## src/rtl/mult_arb_pkg.sv

```systemverilog
// Shared definitions for the multiplier arbiter.
// Provides the operand/product widths, the FSM state encoding, the default
// watchdog limit and a one-hot decode helper used by the top level.
package mult_arb_pkg;

  localparam int OPW             = 8;   // operand width
  localparam int PW              = 16;  // product width
  localparam int TIMEOUT_DEFAULT = 15;  // WAIT cycles before abort
  localparam int MAXREQ          = 8;   // largest supported requester count
  localparam int IDW             = 3;   // width of a requester index

  typedef enum logic [1:0] {
    ST_IDLE  = 2'b00,
    ST_START = 2'b01,
    ST_WAIT  = 2'b10,
    ST_RESP  = 2'b11
  } state_t;

  // Decode a requester index into a MAXREQ-wide one-hot vector.
  function automatic logic [MAXREQ-1:0] id_onehot(input logic [IDW-1:0] id);
    logic [MAXREQ-1:0] v;
    v     = '0;
    v[id] = 1'b1;
    return v;
  endfunction

endpackage

```

## src/rtl/rr_arbiter.sv

```systemverilog
// Combinational round-robin pick.
// Ports:
//   i_req        requester levels
//   i_last_grant index granted most recently (search starts just after it)
//   o_any        at least one requester is active
//   o_pick       first active requester after i_last_grant, cyclically
module rr_arbiter
  import mult_arb_pkg::*;
#(
  parameter int NREQ = 4
) (
  input  logic [NREQ-1:0] i_req,
  input  logic [IDW-1:0]  i_last_grant,
  output logic            o_any,
  output logic [IDW-1:0]  o_pick
);

  localparam int SW = IDW + 1;

  // Requests widened to the full index range so any 3-bit index is legal.
  logic [MAXREQ-1:0] w_req8;
  assign w_req8 = MAXREQ'(i_req);

  // w_idx[gi] is the requester sitting gi+1 places after the last grant.
  logic [IDW-1:0] w_idx [NREQ];

  genvar gi;
  generate
    for (gi = 0; gi < NREQ; gi++) begin : g_idx
      logic [SW-1:0] w_sum;
      assign w_sum      = {1'b0, i_last_grant} + SW'(gi + 1);
      // last_grant < NREQ, so a single wrap subtraction is enough
      assign w_idx[gi]  = (w_sum >= SW'(NREQ)) ? IDW'(w_sum - SW'(NREQ))
                                               : w_sum[IDW-1:0];
    end
  endgenerate

  // Scan farthest-first so the nearest active requester wins.
  always_comb begin
    o_any  = 1'b0;
    o_pick = '0;
    for (int k = NREQ - 1; k >= 0; k--) begin
      if (w_req8[w_idx[k]]) begin
        o_any  = 1'b1;
        o_pick = w_idx[k];
      end
    end
  end

endmodule

```

## src/rtl/mult_arbiter.sv

```systemverilog
// Round-robin scheduler sharing one sequential 8x8 multiplier between NREQ
// requesters, with zero-operand bypass and a WAIT watchdog.
// Ports:
//   clk, reset_a            clock, synchronous active-high reset
//   req/req_a/req_b/req_ack request levels, packed operands, capture pulse
//   rsp_valid/rsp_ready     per-requester response handshake
//   rsp_product/rsp_err     response payload, err marks a timeout abort
//   mult_*                  launch/operands/completion of the multiplier
//   grant_id/state_out/busy current owner and FSM debug view
module mult_arbiter
  import mult_arb_pkg::*;
#(
  parameter int NREQ    = 4,
  parameter int TIMEOUT = TIMEOUT_DEFAULT
) (
  input  logic                clk,
  input  logic                reset_a,
  input  logic [NREQ-1:0]     req,
  input  logic [NREQ*OPW-1:0] req_a,
  input  logic [NREQ*OPW-1:0] req_b,
  output logic [NREQ-1:0]     req_ack,
  output logic [NREQ-1:0]     rsp_valid,
  input  logic [NREQ-1:0]     rsp_ready,
  output logic [PW-1:0]       rsp_product,
  output logic                rsp_err,
  output logic                mult_start,
  output logic [OPW-1:0]      mult_dataa,
  output logic [OPW-1:0]      mult_datab,
  input  logic                mult_done,
  input  logic [PW-1:0]       mult_product,
  output logic [IDW-1:0]      grant_id,
  output logic [1:0]          state_out,
  output logic                busy
);

  localparam int WDW = $clog2(TIMEOUT + 1);

  state_t            r_state;
  logic [IDW-1:0]    r_grant;
  logic [IDW-1:0]    r_last_grant;
  logic [OPW-1:0]    r_a;
  logic [OPW-1:0]    r_b;
  logic [PW-1:0]     r_product;
  logic              r_err;
  logic              r_start;
  logic [NREQ-1:0]   r_ack;
  logic [NREQ-1:0]   r_valid;
  logic [WDW-1:0]    r_wdog;

  logic              w_any;
  logic [IDW-1:0]    w_pick;
  logic [OPW-1:0]    w_a [MAXREQ];
  logic [OPW-1:0]    w_b [MAXREQ];
  logic [MAXREQ-1:0] w_ready8;
  logic [MAXREQ-1:0] w_pick_1h8;
  logic [MAXREQ-1:0] w_grant_1h8;
  logic [OPW-1:0]    w_pick_a;
  logic [OPW-1:0]    w_pick_b;
  logic              w_timeout;

  rr_arbiter #(.NREQ(NREQ)) u_rr (
    .i_req        (req),
    .i_last_grant (r_last_grant),
    .o_any        (w_any),
    .o_pick       (w_pick)
  );

  // Unpack operands into an index-addressable view; unused slots read 0.
  genvar gi;
  generate
    for (gi = 0; gi < MAXREQ; gi++) begin : g_ops
      if (gi < NREQ) begin : g_used
        assign w_a[gi] = req_a[gi*OPW +: OPW];
        assign w_b[gi] = req_b[gi*OPW +: OPW];
      end else begin : g_unused
        assign w_a[gi] = '0;
        assign w_b[gi] = '0;
      end
    end
  endgenerate

  assign w_ready8    = MAXREQ'(rsp_ready);
  assign w_pick_1h8  = id_onehot(w_pick);
  assign w_grant_1h8 = id_onehot(r_grant);
  assign w_pick_a    = w_a[w_pick];
  assign w_pick_b    = w_b[w_pick];
  // The counter holds the number of WAIT cycles already spent, so the
  // TIMEOUT-th WAIT cycle is the last one.
  assign w_timeout   = (r_wdog == WDW'(TIMEOUT - 1));

  always_ff @(posedge clk) begin
    if (reset_a) begin
      r_state      <= ST_IDLE;
      r_grant      <= '0;
      r_last_grant <= IDW'(NREQ - 1);
      r_a          <= '0;
      r_b          <= '0;
      r_product    <= '0;
      r_err        <= 1'b0;
      r_start      <= 1'b0;
      r_ack        <= '0;
      r_valid      <= '0;
      r_wdog       <= '0;
    end else begin
      r_ack   <= '0;
      r_start <= 1'b0;
      case (r_state)
        ST_IDLE: begin
          if (w_any) begin
            r_grant <= w_pick;
            r_a     <= w_pick_a;
            r_b     <= w_pick_b;
            r_ack   <= w_pick_1h8[NREQ-1:0];
            if (w_pick_a == '0 || w_pick_b == '0) begin
              // Product is trivially zero: skip the multiplier entirely.
              r_product <= '0;
              r_err     <= 1'b0;
              r_valid   <= w_pick_1h8[NREQ-1:0];
              r_state   <= ST_RESP;
            end else begin
              r_start <= 1'b1;
              r_state <= ST_START;
            end
          end
        end
        ST_START: begin
          r_wdog  <= '0;
          r_state <= ST_WAIT;
        end
        ST_WAIT: begin
          // Completion takes precedence over a coincident timeout.
          if (mult_done) begin
            r_product <= mult_product;
            r_err     <= 1'b0;
            r_valid   <= w_grant_1h8[NREQ-1:0];
            r_state   <= ST_RESP;
          end else if (w_timeout) begin
            r_product <= '0;
            r_err     <= 1'b1;
            r_valid   <= w_grant_1h8[NREQ-1:0];
            r_state   <= ST_RESP;
          end else begin
            r_wdog <= r_wdog + WDW'(1);
          end
        end
        ST_RESP: begin
          // Only the owner's ready completes the handshake.
          if (w_ready8[r_grant]) begin
            r_valid      <= '0;
            r_last_grant <= r_grant;
            r_state      <= ST_IDLE;
          end
        end
        default: r_state <= ST_IDLE;
      endcase
    end
  end

  assign req_ack     = r_ack;
  assign rsp_valid   = r_valid;
  assign rsp_product = r_product;
  assign rsp_err     = r_err;
  assign mult_start  = r_start;
  assign mult_dataa  = r_a;
  assign mult_datab  = r_b;
  assign grant_id    = r_grant;
  assign state_out   = r_state;
  assign busy        = (r_state != ST_IDLE);

endmodule

```

## config.mk

```make
export PLATFORM = sky130hd
export DESIGN_NAME = mult_arbiter
export DESIGN_NICKNAME = d
export VERILOG_FILES = /design/src/rtl/mult_arb_pkg.sv /design/src/rtl/rr_arbiter.sv /design/src/rtl/mult_arbiter.sv
export SDC_FILE = /design/constraint.sdc
export NUM_CORES = 1
export LEC_CHECK = 0
export CAP_MARGIN = 20
export CORE_ASPECT_RATIO = 0.6
export CORE_UTILIZATION = 35
export CTS_BUF_LIST = sky130_fd_sc_hd__clkbuf_8
export CTS_CLUSTER_DIAMETER = 80
export CTS_CLUSTER_SIZE = 28
export DETAILED_ROUTE_END_ITERATION = 6
export DONT_BUFFER_PORTS = 1
export PLACE_DENSITY_LB_ADDON = 0.2
export SLEW_MARGIN = 25
export SYNTH_ARGS = -nofsm -noshare
export SYNTH_HDL_FRONTEND = slang
export SYNTH_SLANG_ARGS = --single-unit
```

## constraint.sdc

```tcl
create_clock -name clk -period 6.6 [get_ports clk]
set_input_delay 0.33 -clock clk [delete_from_list [all_inputs] [get_ports clk]]
set_output_delay 0.33 -clock clk [all_outputs]
set_load 0.05 [all_outputs]
```

### After elaboration in Yosys (flattened, before gate mapping)

Cells that the tools add are included.

| word-level totals | value |
|---|---|
| input port bits | 91 |
| word-level logic and storage cells | 121 |
| flip-flop bits (word level) | 54 |
| output and inout bits | 48 |

| operators by class | value |
|---|---|
| bitwise gates (word level) | 3 |
| magnitude comparators | 13 |
| equal/unequal tests | 10 |
| multiplexer cells | 58 |
| reductions and logical operators | 17 |
| add/subtract/negate cells | 9 |

Operators by type and width:

| cell | number |
|---|---|
| $mux 16 | 4 |
| $bmux 8 s3 | 2 |
| $mux 8 | 4 |
| $pmux 16 s2 | 1 |
| $mux 4 | 7 |
| $lt 3x4->1 const B | 6 |
| $mux 3 | 8 |
| $ge 4x3->1 const B | 4 |
| $logic_not 8->1 | 2 |
| $mux 1 | 16 |
| $bmux 1 s3 | 5 |
| $pmux 4 s3 | 1 |
| $sub 3x3->3 const B | 4 |
| $mux 2 | 5 |
| $add 3x2->4 const B | 2 |
| $ne 2x2->1 const B | 4 |
| $pmux 2 s4 | 1 |
| $pmux 4 s2 | 1 |
| $demux 1 s3 | 2 |
| $ge 3x1->1 const B | 2 |
| $reduce_and 3->1 | 2 |
| $reduce_bool 2->1 | 3 |
| $reduce_and 5->1 | 1 |
| $add 3x1->4 const B | 1 |
| other kinds (18) | 22 |

### Logic depth before layout (Yosys ltp)

| depth | value |
|---|---|
| word-level depth | 18 |
| depth in mapped cells | 19 |
| mapped depth without buffers | 11 |

### Modules after synthesis

A second synthesis with hierarchy kept.

| second synthesis, totals | value |
|---|---|
| cells, all modules | 338 |
| area total of the unflattened synthesis | 3138.0 sq um |

Modules (own cells, without submodules):

| module | instances | area an instance (sq um) | cells each | seq. area each (sq um) |
|---|---|---|---|---|
| mult_arbiter | 1 | 2851.5 | 296 | 1081.0 |
| rr_arbiter | 1 | 286.5 | 42 | 0.0 |

### Worst setup path after synthesis

No wires, ideal clock.

| timing | value |
|---|---|
| path type | register -> register |
| start | reg r_last_grant[0] |
| end | reg r_err (netlist: rsp_err) |
| path slack | 3021 ps |
| data required time | 6479 ps |
| stages on the path, launching flop included | 17 |
| buffers on the path | 5 |
| clock period less this slack | 3579 ps |
| library setup time | 121 ps |
| arrival | 3458 ps |
| path through | dfxtp_1 > buf_4 > buf_4 > inv_1 > ha_1 > buf_6 > nand2_2 > or3b_4 > a32oi_2 > a21o_1 > buf_6 > mux2_2 > nor4b_1 > o211a_1 > o31a_1 > buf_6 > mux2_4 |

| on the way | value |
|---|---|
| word-level cells in the longest chain between the ends | 17 |
| elaborated cells on any way between the ends | 45 |
| those cells by class | 8 x add/sub; 4 x order compare; 2 x eq/ne; 26 x mux; 1 x bitwise; 4 x reduce/logical |

RTL lines:

| element | RTL line | RTL |
|---|---|---|
| start: declaration | mult_arbiter.sv:40 | `logic [IDW-1:0] r_last_grant;` |
| start signal: assignment | mult_arbiter.sv:95 | `r_last_grant <= IDW'(NREQ - 1);` |
| start signal: assignment | mult_arbiter.sv:150 | `r_last_grant <= r_grant;` |
| $add 3x3->4 | rr_arbiter.sv:31 | `assign w_sum = {1'b0, i_last_grant} + SW'(gi + 1);` |
| $ge 4x3->1 or $sub 3x3->3 (tied branches) | rr_arbiter.sv:33 | `assign w_idx[gi] = (w_sum >= SW'(NREQ)) ? IDW'(w_sum - SW'(NREQ))` |
| $mux 3 | rr_arbiter.sv:33 |  |
| $bmux 1 s3 | rr_arbiter.sv:43 | `if (w_req8[w_idx[k]]) begin` |
| $mux 1 (implied by the code) | rr_arbiter.sv:43 |  |
| $mux 3 (4 in a row) | rr_arbiter.sv:43 |  |
| $not 3->4 (implied by the code) | mult_arbiter.sv:85, mult_arbiter.sv:86 |  |
| $bmux 8 s3 (on tied branches) | mult_arbiter.sv:85, mult_arbiter.sv:86 |  |
| $mux 8 (on tied branches) (2 in a row) | mult_arbiter.sv:85, mult_arbiter.sv:86 |  |
| $logic_not 8->1 | mult_arbiter.sv:114 | `if (w_pick_a == '0 \|\| w_pick_b == '0) begin` |
| $logic_or 1x1->1 | mult_arbiter.sv:114 |  |
| $ne 2x2->1 (no source line) | n/a |  |
| $reduce_and 4->1 (no source line) (*) | n/a |  |
| end signal: assignment | mult_arbiter.sv:117 | `r_err <= 1'b0;` |
| end signal: assignment | mult_arbiter.sv:134 | `r_err <= 1'b0;` |
| end signal: assignment | mult_arbiter.sv:139 | `r_err <= 1'b1;` |
| end: declaration | mult_arbiter.sv:44 | `logic r_err;` |

Mark *: on every way between the ends. The rest lies on a longest branch, timed or not. The select of a mux whose other input is x is not followed.
A chain may end at the register's enable or synchronous reset.

### Worst setup path after layout

Ends and elaborated chain as after synthesis.

==> results.py <==
metrics = {
    "status": {
        "status": "finished, final reports clean",
    },
    "yosys": {
        "synthArstFlopShare_pct": 0,
        "ys_top_cells_by_area": "dfxtp_1 (32%), mux2i_1 (9.9%), nand2_1 (7.2%)",
        "yosys.area.top_type": "dfxtp_1",
        "synth_warnings": 0,
        "synth_ff_type": "dfxtp_1",
        "netlist.area_leader.share_pct": 31.5,
        "ys_seq_area_share_pct": 31.5,
        "synth.avg_cell_area_um2": 8.12,
        "syn-instance-count": 422,
        "synth_most_common_cell": "nand2_1",
        "synth_seq_cells": 54,
        "netlist_area_um2": 3430,
        "synth.net_count": 521,
        "yosysUniqueCellTypes": 56,
        "synth_edf_count": 0,
        "synth_common_cells": "nand2_1 (66), dfxtp_1 (54), nor2_1 (40), mux2i_1 (34), a21oi_1 (24)",
    },
    "worst_setup_path": {
        "critPathLaunchType": "flop",
        "crit_chain": "inv_1 > ha_1 > mux2i_1 > o21ai_1 > a32oi_2 > a21o_1 > buf_4 > o211ai_1 > a221oi_1 > and4_4 > o31a_2 > mux2_4",
        "crit_path_max_fanout": 20,
        "path_class": "flop to flop",
        "cp.arrival_ns": 5.12,
        "critical_path.slowest_cell": "dfxtp_1",
        "cp.required_ns": 6.81,
        "crit_path_max_incr_delay_ns": 0.67,
        "cp-end-kind": "flop",
    },
    "routing": {
        "firstDrtPassIters": 5,
        "route.detailed.drc": 0,
        "drtIter0Drc": 105,
        "wl_um": 9290,
        "wl_per_cell_um": 17.4,
        "vias": 2903,
        "viasPerCell": 5.45,
        "postRouteAntennaNets": 0,
    },
    "sta": {
        "rsz0062_at_grt": "false",
        "final.setup.tns_ns": 0,
        "max_slew_margin_pct": 32.1,
        "min_period_ns": 4.91,
        "maxClockFrequency_mhz": 204,
        "final.setup_skew_ns": 0.00809,
        "slew_violations": 0,
        "finalWorstSetupSlack_ns": 1.69,
        "final-setup-viol-count": 0,
        "whs_ns": 0.0778,
        "finalCritPeriodShare_pct": 74.4,
        "final-hold-violation-count": 0,
        "tightest_slew_ns": 1.01,
    },
    "final_layout": {
        "final_cell_area_um2": 3550,
        "fillers": 981,
        "fin_nets": 501,
        "area_delta_synth_final_pct": 3.72,
        "n_antenna_cell": 0,
        "drive_above_1_share_pct": 7.94,
    },
    "placement": {
        "dpl_cell_area_um2": 3450,
        "dpl_worst_slack_ns": 1.38,
        "globalplace.congestion": 0.884,
        "portBuffers": 0,
        "dp_hpwl_um": 7000,
    },
    "pwr": {
        "p_switching_mw": 0.735,
        "p_clk_share_pct": 14.0,
        "ir_worst_vdd_v": 0.000184,
        "power_frac_seq_pct": 46.3,
        "total_power_mw": 1.43,
        "p_sw_share_pct": 51.5,
        "leakage_nw": 1.38,
        "p_per_area_nw_per_um2": 402,
        "p_comb_share_pct": 39.7,
        "internal-power_mw": 0.693,
    },
    "grt": {
        "overflow": 0,
        "grt_max_degree": 62,
        "track_usage_pct": 18.0,
        "grt_pass1_wl_um": 14100,
        "first_global_vias": 2767,
        "antenna_found_initial": 0,
    },
    "clocking": {
        "cts-buffers-inserted": 5,
        "cts_root_buffer": "clkbuf_8",
        "tritoncts": "yes",
        "cts_setup_buffers": 0,
        "ctsResizeCount": 0,
        "cts_max_path_buffers": 2,
        "htreeDepth": 2,
        "clk-insertion-delay-late_ns": 0.31,
        "cts_sinks": 54,
        "ctsHoldBuffers": 0,
        "clkTransAtPathRegs_ns": 0.10,
    },
    "job": {
        "maxCapViolations": 0,
    },
    "floorplanning": {
        "pin_count": 139,
        "dieArea_um2": 10200,
        "rows": 27,
        "fp.dieW_um": 130,
        "die_h_um": 78.7,
        "start_util_pct": 36.8,
        "core_region_area_um2": 9320,
    },
    "min_path": {
        "hp-class": "primary input to flop",
    },
}
per-layer routing:
metal  global-route usage, %  vias to the layer above  share of wire (%)  wire length (um)
li1                        -                     1445                  -                 -
met5                       0                        -                  0                 0
met2                    26.8                      108                 42              3940
met4                    3.49                        0               0.61                57
met1                    23.3                     1343                 44              4120
met3                    8.86                        7                 13              1170
placed cells by master, fill, tap and decap left out, drive strengths merged, types with 5 or more instances in the layout:
cell	count
a211oi	5
a21oi	24
a31oi	5
and3	10
clkbuf	6
dfxtp	54
ha	8
inv	17
mux2	11
mux2i	34
nand2	67
nand2b	21
nand3	8
nor2	40
nor2b	12
nor3	6
nor4	8
o211ai	16
o21ai	6
power groups by stage:
stage | Combinational [mW] | Sequential, mW | Clock (mW)
2_1_floorplan | 0.499 | 0.642 | 0
3_3_place_gp | 0.559 | 0.669 | 0
3_5_place_dp | 0.566 | 0.669 | 0
4_1_cts | 0.568 | 0.661 | 0.208
5_1_grt | 0.630 | 0.671 | 0.222
6_report | 0.567 | 0.662 | 0.199
final timing paths:
check / start / end / slack (ns) / cells past startpoint
setup / recovery: r_last_grant[0] / rsp_err / 1.69 / 12
hold / removal: reset_a / mult_dataa[1] / 0.08 / 1
setup reg to reg: r_last_grant[0] / rsp_err / 1.69 / 12
hold reg to reg: r_wdog[0] / r_wdog[0] / 0.56 / 2
through the flow:
stage          instances  util (%)
3_3_place_gp         525      36.9
3_5_place_dp         525      37.0
5_1_grt              533      38.1
2_1_floorplan        422         -
4_1_cts              533      38.0
6_report             533      38.1
worst max-delay path, delay by kind of cell, from the launching register on:
| kind | cells | cell delay [ns] |
|---|---|---|
| AOI/OAI and AO/OA | 6 | 2.04 |
| adders and majority gates | 1 | 0.52 |
| buffers and inverters | 2 | 0.59 |
| DFF | 1 | 0.67 |
| muxes | 2 | 0.68 |
| and+or+nand+nor | 1 | 0.30 |
cells by family (layout without fill, tap and decap cells):
logic type               count (synthesis)  count (layout)  synth area share, %
adder cells (fa/ha/maj)                  8               8                 2.92
XOR/XNOR                                 2               2                0.511
AND/OR/NAND/NOR                        181             181                 25.6
buffers and inverters                   46              27                 6.79
multiplexers                            47              47                 15.1
AO/OA/AOI/OAI                           84              84                 17.5
flip-flops                              54              54                 31.5
registers in the layout (all words and copies together), names as in the netlist:
| signal | count |
|---|---|
| grant_id | 3 |
| mult_dataa | 8 |
| mult_datab | 8 |
| mult_start | 1 |
| r_last_grant | 3 |
| r_wdog | 4 |
| req_ack | 4 |
| rsp_err | 1 |
| rsp_product | 16 |
| rsp_valid | 4 |
| state_out | 2 |
area by class of cell:
class	count	area, um^2	share of cell area (%)
clock inverters	2	12.5	0.352
repair buffers	2	15.0	0.422
well taps	130	163	4.58
clock buffers	6	82.6	2.32
flip-flops and latches	54	1080	30.4
multi-input cells	322	2140	60.1
inverters	17	63.8	1.80
Note: power is estimated with default switching activity, not from simulation.
